<file path="config.mk">
export PLATFORM = sky130hd
export DESIGN_NAME = tanh_seq_controller
export DESIGN_NICKNAME = d
export VERILOG_FILES = /design/src/rtl/tanh_seq_controller_pkg.sv /design/src/rtl/tanh_seq_controller_valid_addr_delay.sv /design/src/rtl/tanh_seq_controller.sv
export SDC_FILE = /design/constraint.sdc
export NUM_CORES = 1
export LEC_CHECK = 0
export CORE_ASPECT_RATIO = 1.4
export CORE_MARGIN = 2
export CORE_UTILIZATION = 45
export CTS_BUF_LIST = sky130_fd_sc_hd__clkbuf_16
export CTS_CLUSTER_SIZE = 14
export DETAILED_ROUTE_END_ITERATION = 16
export PLACE_DENSITY = 0.79
export SETUP_SLACK_MARGIN = 0.5
export SYNTH_ARGS = -nofsm -noshare
export SYNTH_HDL_FRONTEND = slang
export SYNTH_SLANG_ARGS = --single-unit
</file>
<file path="constraint.sdc">
create_clock -name clock -period 2.9 [get_ports clock]
set_input_delay 0.435 -clock clock [delete_from_list [all_inputs] [get_ports clock]]
set_output_delay 0.435 -clock clock [all_outputs]
set_load 0.01 [all_outputs]
</file>
<file path="src/rtl/tanh_seq_controller_pkg.sv">
// Shared definitions for the tanh-unit sequencer: controller state encoding
// and a parameter-legality helper evaluated at elaboration time.
package tanh_seq_controller_pkg;

  typedef enum logic [1:0] {
    ST_IDLE   = 2'd0,
    ST_ISSUE  = 2'd1,
    ST_DRAIN  = 2'd2,
    ST_FINISH = 2'd3
  } state_e;

  // Legal configurations: at least one latency stage, and every restart pulse
  // must correspond to a real pipeline stage.
  function automatic bit params_legal(input int addr_w, input int pipe_lat,
                                      input int num_restart);
    return (addr_w >= 1) && (pipe_lat >= 1) &&
           (num_restart >= 1) && (num_restart <= pipe_lat);
  endfunction

endpackage

</file>
<file path="src/rtl/tanh_seq_controller_valid_addr_delay.sv">
// Delay line matching the tanh datapath latency. Carries {valid, write address}
// PIPE_LAT stages so the write strobe lines up with the result, plus a short
// "element 0" marker chain whose taps are the per-stage restart pulses.
module tanh_seq_controller_valid_addr_delay #(
  parameter int ADDR_W      = 12,
  parameter int PIPE_LAT    = 3,
  parameter int NUM_RESTART = 3
) (
  input  logic                   clock,
  input  logic                   reset,
  input  logic                   flush_i,
  input  logic                   vld_i,
  input  logic [ADDR_W-1:0]      addr_i,
  input  logic                   first_i,
  output logic                   vld_o,
  output logic [ADDR_W-1:0]      addr_o,
  output logic [NUM_RESTART-1:0] restart_o,
  output logic                   pend_o
);

  logic [PIPE_LAT-1:0]    vld_q;
  logic [ADDR_W-1:0]      addr_q [PIPE_LAT];
  logic [NUM_RESTART-1:0] first_q;

  // Shift valid/address and the element-0 marker one stage per cycle; flush drops everything in flight.
  always_ff @(posedge clock) begin
    if (reset || flush_i) begin
      vld_q   <= '0;
      first_q <= '0;
      for (int i = 0; i < PIPE_LAT; i++) addr_q[i] <= '0;
    end else begin
      vld_q[0]   <= vld_i;
      addr_q[0]  <= addr_i;
      first_q[0] <= first_i;
      for (int i = 1; i < PIPE_LAT; i++) begin
        vld_q[i]  <= vld_q[i-1];
        addr_q[i] <= addr_q[i-1];
      end
      for (int k = 1; k < NUM_RESTART; k++) first_q[k] <= first_q[k-1];
    end
  end

  // Elements still in flight ahead of the output stage keep the controller draining.
  always_comb begin
    pend_o = 1'b0;
    for (int i = 0; i < PIPE_LAT - 1; i++) pend_o = pend_o | vld_q[i];
  end

  assign vld_o     = vld_q[PIPE_LAT-1];
  assign addr_o    = addr_q[PIPE_LAT-1];
  assign restart_o = first_q;

endmodule

</file>
<file path="src/rtl/tanh_seq_controller.sv">
// Sequencer for the tanh unit: on RUN walks 0..cfg_len_m1 issuing read and
// weight addresses, then drains the datapath while the delay line emits the
// matching write strobes, and pulses DONE once the last result is written.
module tanh_seq_controller
  import tanh_seq_controller_pkg::*;
#(
  parameter int ADDR_W      = 12,
  parameter int PIPE_LAT    = 3,
  parameter int NUM_RESTART = 3,
  parameter int WG_STRIDE   = 1,
  parameter int WR_OFFSET   = 0
) (
  input  logic                   clock,
  input  logic                   reset,
  input  logic                   RUN,
  input  logic                   ABORT,
  input  logic [ADDR_W-1:0]      cfg_len_m1,
  output logic [ADDR_W-1:0]      read_address,
  output logic [ADDR_W-1:0]      Wg_address,
  output logic                   write_enable,
  output logic [ADDR_W-1:0]      write_address,
  output logic [NUM_RESTART-1:0] restart_signal,
  output logic                   BUSY,
  output logic                   DONE
);

  generate
    if (!params_legal(ADDR_W, PIPE_LAT, NUM_RESTART)) begin : g_bad_params
      $error("tanh_seq_controller: illegal ADDR_W/PIPE_LAT/NUM_RESTART combination");
    end
  endgenerate

  state_e            state_q, state_d;
  logic              start;
  logic [ADDR_W-1:0] len_q;
  logic [ADDR_W-1:0] idx_q;
  logic [ADDR_W-1:0] wg_q;
  logic              busy_q;
  logic              done_q;
  logic              dl_vld;
  logic [ADDR_W-1:0] dl_addr;
  logic              pend;

  // Next-state decode; ABORT overrides every transition and suppresses a start.
  always_comb begin
    state_d = state_q;
    start   = 1'b0;
    case (state_q)
      ST_IDLE: begin
        if (RUN && !ABORT) begin
          state_d = ST_ISSUE;
          start   = 1'b1;
        end
      end
      ST_ISSUE:  if (idx_q == len_q) state_d = ST_DRAIN;
      ST_DRAIN:  if (!pend) state_d = ST_FINISH;
      ST_FINISH: state_d = ST_IDLE;
      default:   state_d = ST_IDLE;
    endcase
    if (ABORT) begin
      state_d = ST_IDLE;
      start   = 1'b0;
    end
  end

  // State, index counters and status flags; BUSY/DONE registered from the next state so they align with it.
  always_ff @(posedge clock) begin
    if (reset) begin
      state_q <= ST_IDLE;
      len_q   <= '0;
      idx_q   <= '0;
      wg_q    <= '0;
      busy_q  <= 1'b0;
      done_q  <= 1'b0;
    end else begin
      state_q <= state_d;
      busy_q  <= (state_d == ST_ISSUE) || (state_d == ST_DRAIN);
      done_q  <= (state_d == ST_FINISH);
      if (start) begin
        len_q <= cfg_len_m1;
        idx_q <= '0;
        wg_q  <= '0;
      end else if ((state_q == ST_ISSUE) && (state_d == ST_ISSUE)) begin
        idx_q <= idx_q + ADDR_W'(1);
        wg_q  <= wg_q + ADDR_W'(WG_STRIDE);
      end
    end
  end

  // Each issued element enters the delay line with its final write address; idle slots carry zero.
  always_comb begin
    dl_vld  = (state_q == ST_ISSUE);
    dl_addr = dl_vld ? (idx_q + ADDR_W'(WR_OFFSET)) : '0;
  end

  tanh_seq_controller_valid_addr_delay #(
    .ADDR_W      (ADDR_W),
    .PIPE_LAT    (PIPE_LAT),
    .NUM_RESTART (NUM_RESTART)
  ) u_delay (
    .clock     (clock),
    .reset     (reset),
    .flush_i   (ABORT),
    .vld_i     (dl_vld),
    .addr_i    (dl_addr),
    .first_i   (start),
    .vld_o     (write_enable),
    .addr_o    (write_address),
    .restart_o (restart_signal),
    .pend_o    (pend)
  );

  assign read_address = idx_q;
  assign Wg_address   = wg_q;
  assign BUSY         = busy_q;
  assign DONE         = done_q;

endmodule
</file>
# == Word-level counts from Yosys, hierarchy flattened ==
# Memories as Yosys holds them, arrays and structs flattened.
# Cells that the tools add are included.
# totals
mem_count,1
input_bits,16
mem_bits_rw,36
register_bits,46
# memory_table
name,words,width,read_ports,rd_ports_with_merged_regs,write_ports,line_no,rtl
u_delay.addr_q,3,12,3,0,3,tanh_seq_controller_valid_addr_delay.sv:22,logic [ADDR_W-1:0] addr_q [PIPE_LAT];
# classes
n_bitwise,4
n_addsub,2
n_eq_ne,7
n_reduce_logical,7
muxes,15
# ops
cell,n
2-to-1 mux 12 bit,4
adder 12 x 1 -> 12 bit (second input constant),2
equality test 12 bit,1
equality test 2 bit (second input constant),4
2-to-1 mux 2 bit,4
case mux 2 bit (4 select lines),1
2-to-1 mux 1 bit,6
equality test 2 x 1 -> 1 bit (second input constant),2
OR 1 bit,4
logical AND 1 bit,2
logical NOT 2 bit,1
logical OR 1 bit,2
OR reduction 2 bit,1
logical NOT 1 bit,1

# == Logic depth before layout (Yosys ltp) ==
# logic_depth
depth_word,7
mapped_depth,11

# == By module ==
# From an unflattened synthesis, not the netlist that was laid out.
# unflattened
cells_unflattened,329
area_unflattened_um2,3462.1
# modules_own_cells
module,cells_each,seq_area_each_um2,area_per_inst_um2,n_inst
tanh_seq_controller,222,800.8,1900.6,1
tanh_seq_controller_valid_addr_delay,107,840.8,1561.5,1

# == Least setup slack after synthesis ==
# OpenSTA, ideal clock, no wires.
# synth_timing
path_kind,register to register
from,"reg idx_q[3], in the netlist read_address[3]"
to,"reg idx_q[8], in the netlist read_address[8]"
t_arrival_ps,2284
period_less_slack_ps,2401
path_slack_ps,499
setup_time_ps,117
t_required_ps,2783
path_buffers,2
stages_incl_launch_ff,12
cell_sequence,dfxtp_1 buf_2 xor2_1 nor4_1 nand2_1 o311a_1 ha_1 and4b_1 clkbuf_1 nand4_1 xor2_1 nor2_1
# synth_between
elab_chain_len,6
word_cells_on_any_way,7
classes_between,1 x add/sub; 2 x eq/ne; 3 x mux; 1 x reduce/logical
# synth_lines
item,line_no,rtl
"start, declared",tanh_seq_controller.sv:36,logic [ADDR_W-1:0] idx_q;
"start signal, assigned",tanh_seq_controller.sv:84,idx_q <= idx_q + ADDR_W'(1);
equality test 12 bit,tanh_seq_controller.sv:55,ST_ISSUE: if (idx_q == len_q) state_d = ST_DRAIN;
2-to-1 mux 2 bit,tanh_seq_controller.sv:55,
case mux 2 bit (4 select lines),tanh_seq_controller.sv:48,case (state_q)
2-to-1 mux 2 bit,tanh_seq_controller.sv:60,if (ABORT) begin
net state_d[0],tanh_seq_controller.sv:33,"state_e state_q, state_d;"
equality test 2 x 1 -> 1 bit,tanh_seq_controller.sv:83,end else if ((state_q == ST_ISSUE) && (state_d == ST_ISSUE)) begin
logical AND 1 bit,tanh_seq_controller.sv:83,
# The timed path passes the listed nets, and every way through them passes these cells.
# A chain may end at the register's enable or synchronous reset.

# == Worst setup path in the final report ==
# layout_timing
from,"reg idx_q[6], in the netlist read_address[6]"
to,"reg idx_q[8], in the netlist read_address[8]"
# Same word-level chain as after synthesis.

==> run metrics <==
outcome=completed; initial antenna violation count=0; Nets=396; net count after synthesis=339; headroom to the max-slew limit=80.8%; H-tree depth=3; number of clock buffers inserted by TritonCTS=9; Die ar.=7490 µm²; # placed instances=435; Sw Ratio=22.3%; Peak VDD IR=0.000481 V; leakage power total=1.63 nW; Critical Path AT=2.57 ns; Post-Synthesis Cells=319; highest attainable clock frequency=425 MHz; switching power=0.538 mW; Row Count=35; CTS tree=built; global-route wire length before repair=9.56 mm; register share of total power=47.5%; combinational power share=5.5%; clk_skew=0.00776 ns; share of layout cells above drive strength 1=13.9%; area of the multi-input gates=1310 µm²; first-pass detailed-route iteration total=4; number of nets with antenna violations after detailed routing=0; RSZ-0062 raised after global routing=yes; GP Congestion=0.805; total number of yosys warnings=0; CP max FO=6; Worst Setup End Kind=flip-flop; filler cell count in the final layout=529; total wire length=6.07 mm; DRC violation total after the first TritonRoute iteration=92; Synth Register Bits=82; number of pins exceeding their max-slew limit in the final report=0; Post-Layout Cell Count=455; clock network power share=47.0%; starting density of the core=46.6%; Congestion Overflow GR=0; proportion of register bits with asynchronous set or reset after synthesis=0%; Critical Path Source Type=flip-flop; leading cell types by total area after synthesis=sky130_fd_sc_hd__dfxtp_1 (54%), sky130_fd_sc_hd__and2_1 (7.8%), sky130_fd_sc_hd__xor2_1 (4.9%), sky130_fd_sc_hd__xnor2_1 (4.0%), sky130_fd_sc_hd__nand2_1 (3.7%); count of flip-flops with a built-in enable after synthesis=0; DPL Wire Length=4.12 mm; Setup Crit Path Kind=reg2reg; core footprint=6570 µm²; post-CTS clock slew at the launch and capture registers of the worst setup and hold paths=0.06 ns; Via density=5.05; largest net degree at the start of global routing=30; cell taking the most area after synthesis=sky130_fd_sc_hd__dfxtp_1; all-layer global routing usage=17.0%; Inserted Diodes=0; final hold vios=0; height of the chip=102 µm; Avg Cell Area, Syn=9.60 µm²; placed cell area=3670 µm²; area share of the leading cell type in the synthesized netlist=53.6%; most used flip-flop cell after synthesis=sky130_fd_sc_hd__dfxtp_1; final-layout setup total negative slack=0 ns; Clock Tree Root=sky130_fd_sc_hd__clkbuf_16; source-to-sink clock delay at the later pin of the worst-skew pair=0.33 ns; clk sink count=82; area of the mapped netlist=3060 µm²; overall via count from detail_route=2,298; count of unique library cells instantiated by Yosys=35; top cells by count, synth=sky130_fd_sc_hd__dfxtp_1 (82), sky130_fd_sc_hd__and2_1 (38), sky130_fd_sc_hd__nand2_1 (30), sky130_fd_sc_hd__nor2_1 (30), sky130_fd_sc_hd__xor2_1 (17); final routed DRC violation total=0; critical path required time=3.12 ns; max capacitance violation total=0; area growth from synthesis to final layout=33.1%; cell with the most instances after synthesis=sky130_fd_sc_hd__dfxtp_1; Port Buf Inserts=57; count of endpoints failing setup in the final report=0; register cell area after layout=1650 µm²; type of the tightest min-delay check=reg2reg; Wirelength per Cell=13.3 µm; areal power density over the cells=593 nW/µm²; shortest period the worst path allows=2.35 ns; internal power=1.88 mW; Die Span X=73.7 µm; portion of the clock cycle consumed by the worst path in the final layout=81.1%; Clock Tree Buf Depth=2; Boundary Pins=58; via count of the first global-routing pass=2,053; share of synthesized area occupied by flip-flops and latches=53.6%; worst slew pin tran=0.285 ns; post-layout instance area=4080 µm²
-- power by group through the flow --
stage / Clock [mW] / Combinational [mW] / Sequential, mW
6_report: 1.14 / 0.133 / 1.15
5_1_grt: 1.19 / 0.144 / 1.15
4_1_cts: 1.16 / 0.115 / 1.15
3_5_place_dp: 0 / 0.110 / 1.17
3_3_place_gp: 0 / 0.107 / 1.17
2_1_floorplan: 0 / 0.0625 / 1.17
-- routing by layer --
| metal | GRT usage, % | part of all wire [%] | vias to the layer above |
|---|---|---|---|
| met5 | 0 | 0 | - |
| met4 | 10.1 | 2.1 | 0 |
| met3 | 4.08 | 4.9 | 13 |
| met2 | 27.1 | 50 | 69 |
| met1 | 20.5 | 42 | 1068 |
| li1 | - | - | 1148 |
-- cell type report --
cell class | instances | share of cell area [%]
clock buffers | 9 | 5.53
clock inverters | 7 | 1.84
inverters | 4 | 0.368
multi-input cells | 204 | 32.1
flip-flops and latches | 82 | 40.5
well taps | 74 | 2.27
repair buffers | 75 | 17.4
-- worst paths after layout --
kind                            to             startpoint  depth (start not counted)  slack, ns
max reg2reg        read_address[8]        read_address[6]                          9       0.55
max                read_address[8]        read_address[6]                          9       0.55
min reg2reg  u_delay.addr_q[0][26]  u_delay.addr_q[0][14]                          1       0.42
min          u_delay.addr_q[0][26]  u_delay.addr_q[0][14]                          1       0.42
-- layout by cell type (no fill, tap or decap), types with 3 or more instances in the layout --
master / count
sky130_fd_sc_hd__dfxtp_1: 77
sky130_fd_sc_hd__clkdlybuf4s50_1: 56
sky130_fd_sc_hd__and2_1: 38
sky130_fd_sc_hd__nand2_1: 30
sky130_fd_sc_hd__nor2_1: 30
sky130_fd_sc_hd__buf_4: 18
sky130_fd_sc_hd__xor2_1: 17
sky130_fd_sc_hd__xnor2_1: 14
sky130_fd_sc_hd__a21oi_1: 14
sky130_fd_sc_hd__clkbuf_16: 9
sky130_fd_sc_hd__nand4_1: 8
sky130_fd_sc_hd__nand3_1: 8
sky130_fd_sc_hd__nor4_2: 4
sky130_fd_sc_hd__inv_1: 4
sky130_fd_sc_hd__and3_1: 4
sky130_fd_sc_hd__nor3_1: 4
sky130_fd_sc_hd__dfxtp_2: 4
sky130_fd_sc_hd__or3_1: 3
sky130_fd_sc_hd__ha_1: 3
-- logic make-up after synthesis --
logic type	count (synthesis)	synth area share [%]
compound gates	24	4.62
xor+xnor	31	8.87
simple gates	143	24.8
buf+inv	33	5.80
mux	2	0.654
flops	82	53.6
fa+ha+maj	4	1.63
-- metrics by stage --
step | setup slack [ns] | hold WS (ns) | util (%) | power [mW]
3_5_place_dp | 0.203 | 0.410 | 55.9 | 1.28
6_report | 0.548 | 0.422 | 62.0 | 2.42
5_1_grt | 0.447 | 0.436 | 62.0 | 2.49
3_3_place_gp | 0.352 | 0.408 | 55.9 | 1.28
2_1_floorplan | 0.541 | 0.406 | - | 1.24
4_1_cts | 0.485 | 0.424 | 60.8 | 2.42
-- registers in the layout (all words and copies together), names as in the netlist --
| register | cells |
|---|---|
| len_q | 12 |
| DONE | 1 |
| u_delay.addr_q | 36 |
| BUSY | 1 |
| Wg_address | 12 |
| u_delay.restart_o | 3 |
| read_address | 12 |
| u_delay.vld_q | 3 |
| state_q | 2 |
-- critical path, cell delays in order, from the launching register on --
cell                      delay (ns)
sky130_fd_sc_hd__dfxtp_2        0.36
sky130_fd_sc_hd__xor2_1         0.19
sky130_fd_sc_hd__nor4_2         0.25
sky130_fd_sc_hd__nand2_1        0.17
sky130_fd_sc_hd__o311a_1        0.44
sky130_fd_sc_hd__ha_4           0.19
sky130_fd_sc_hd__and4b_2        0.29
sky130_fd_sc_hd__nand4_1        0.12
sky130_fd_sc_hd__xor2_1         0.15
sky130_fd_sc_hd__nor2_1         0.06
-- what timing repair did --
item,CTS,global route
pin swaps,1,4
buffers inserted,1,3
resized for setup,7,14
hold buffers,0,0
setup endpoints to repair,19,23
No activity file was read; power rests on OpenSTA's default activity.
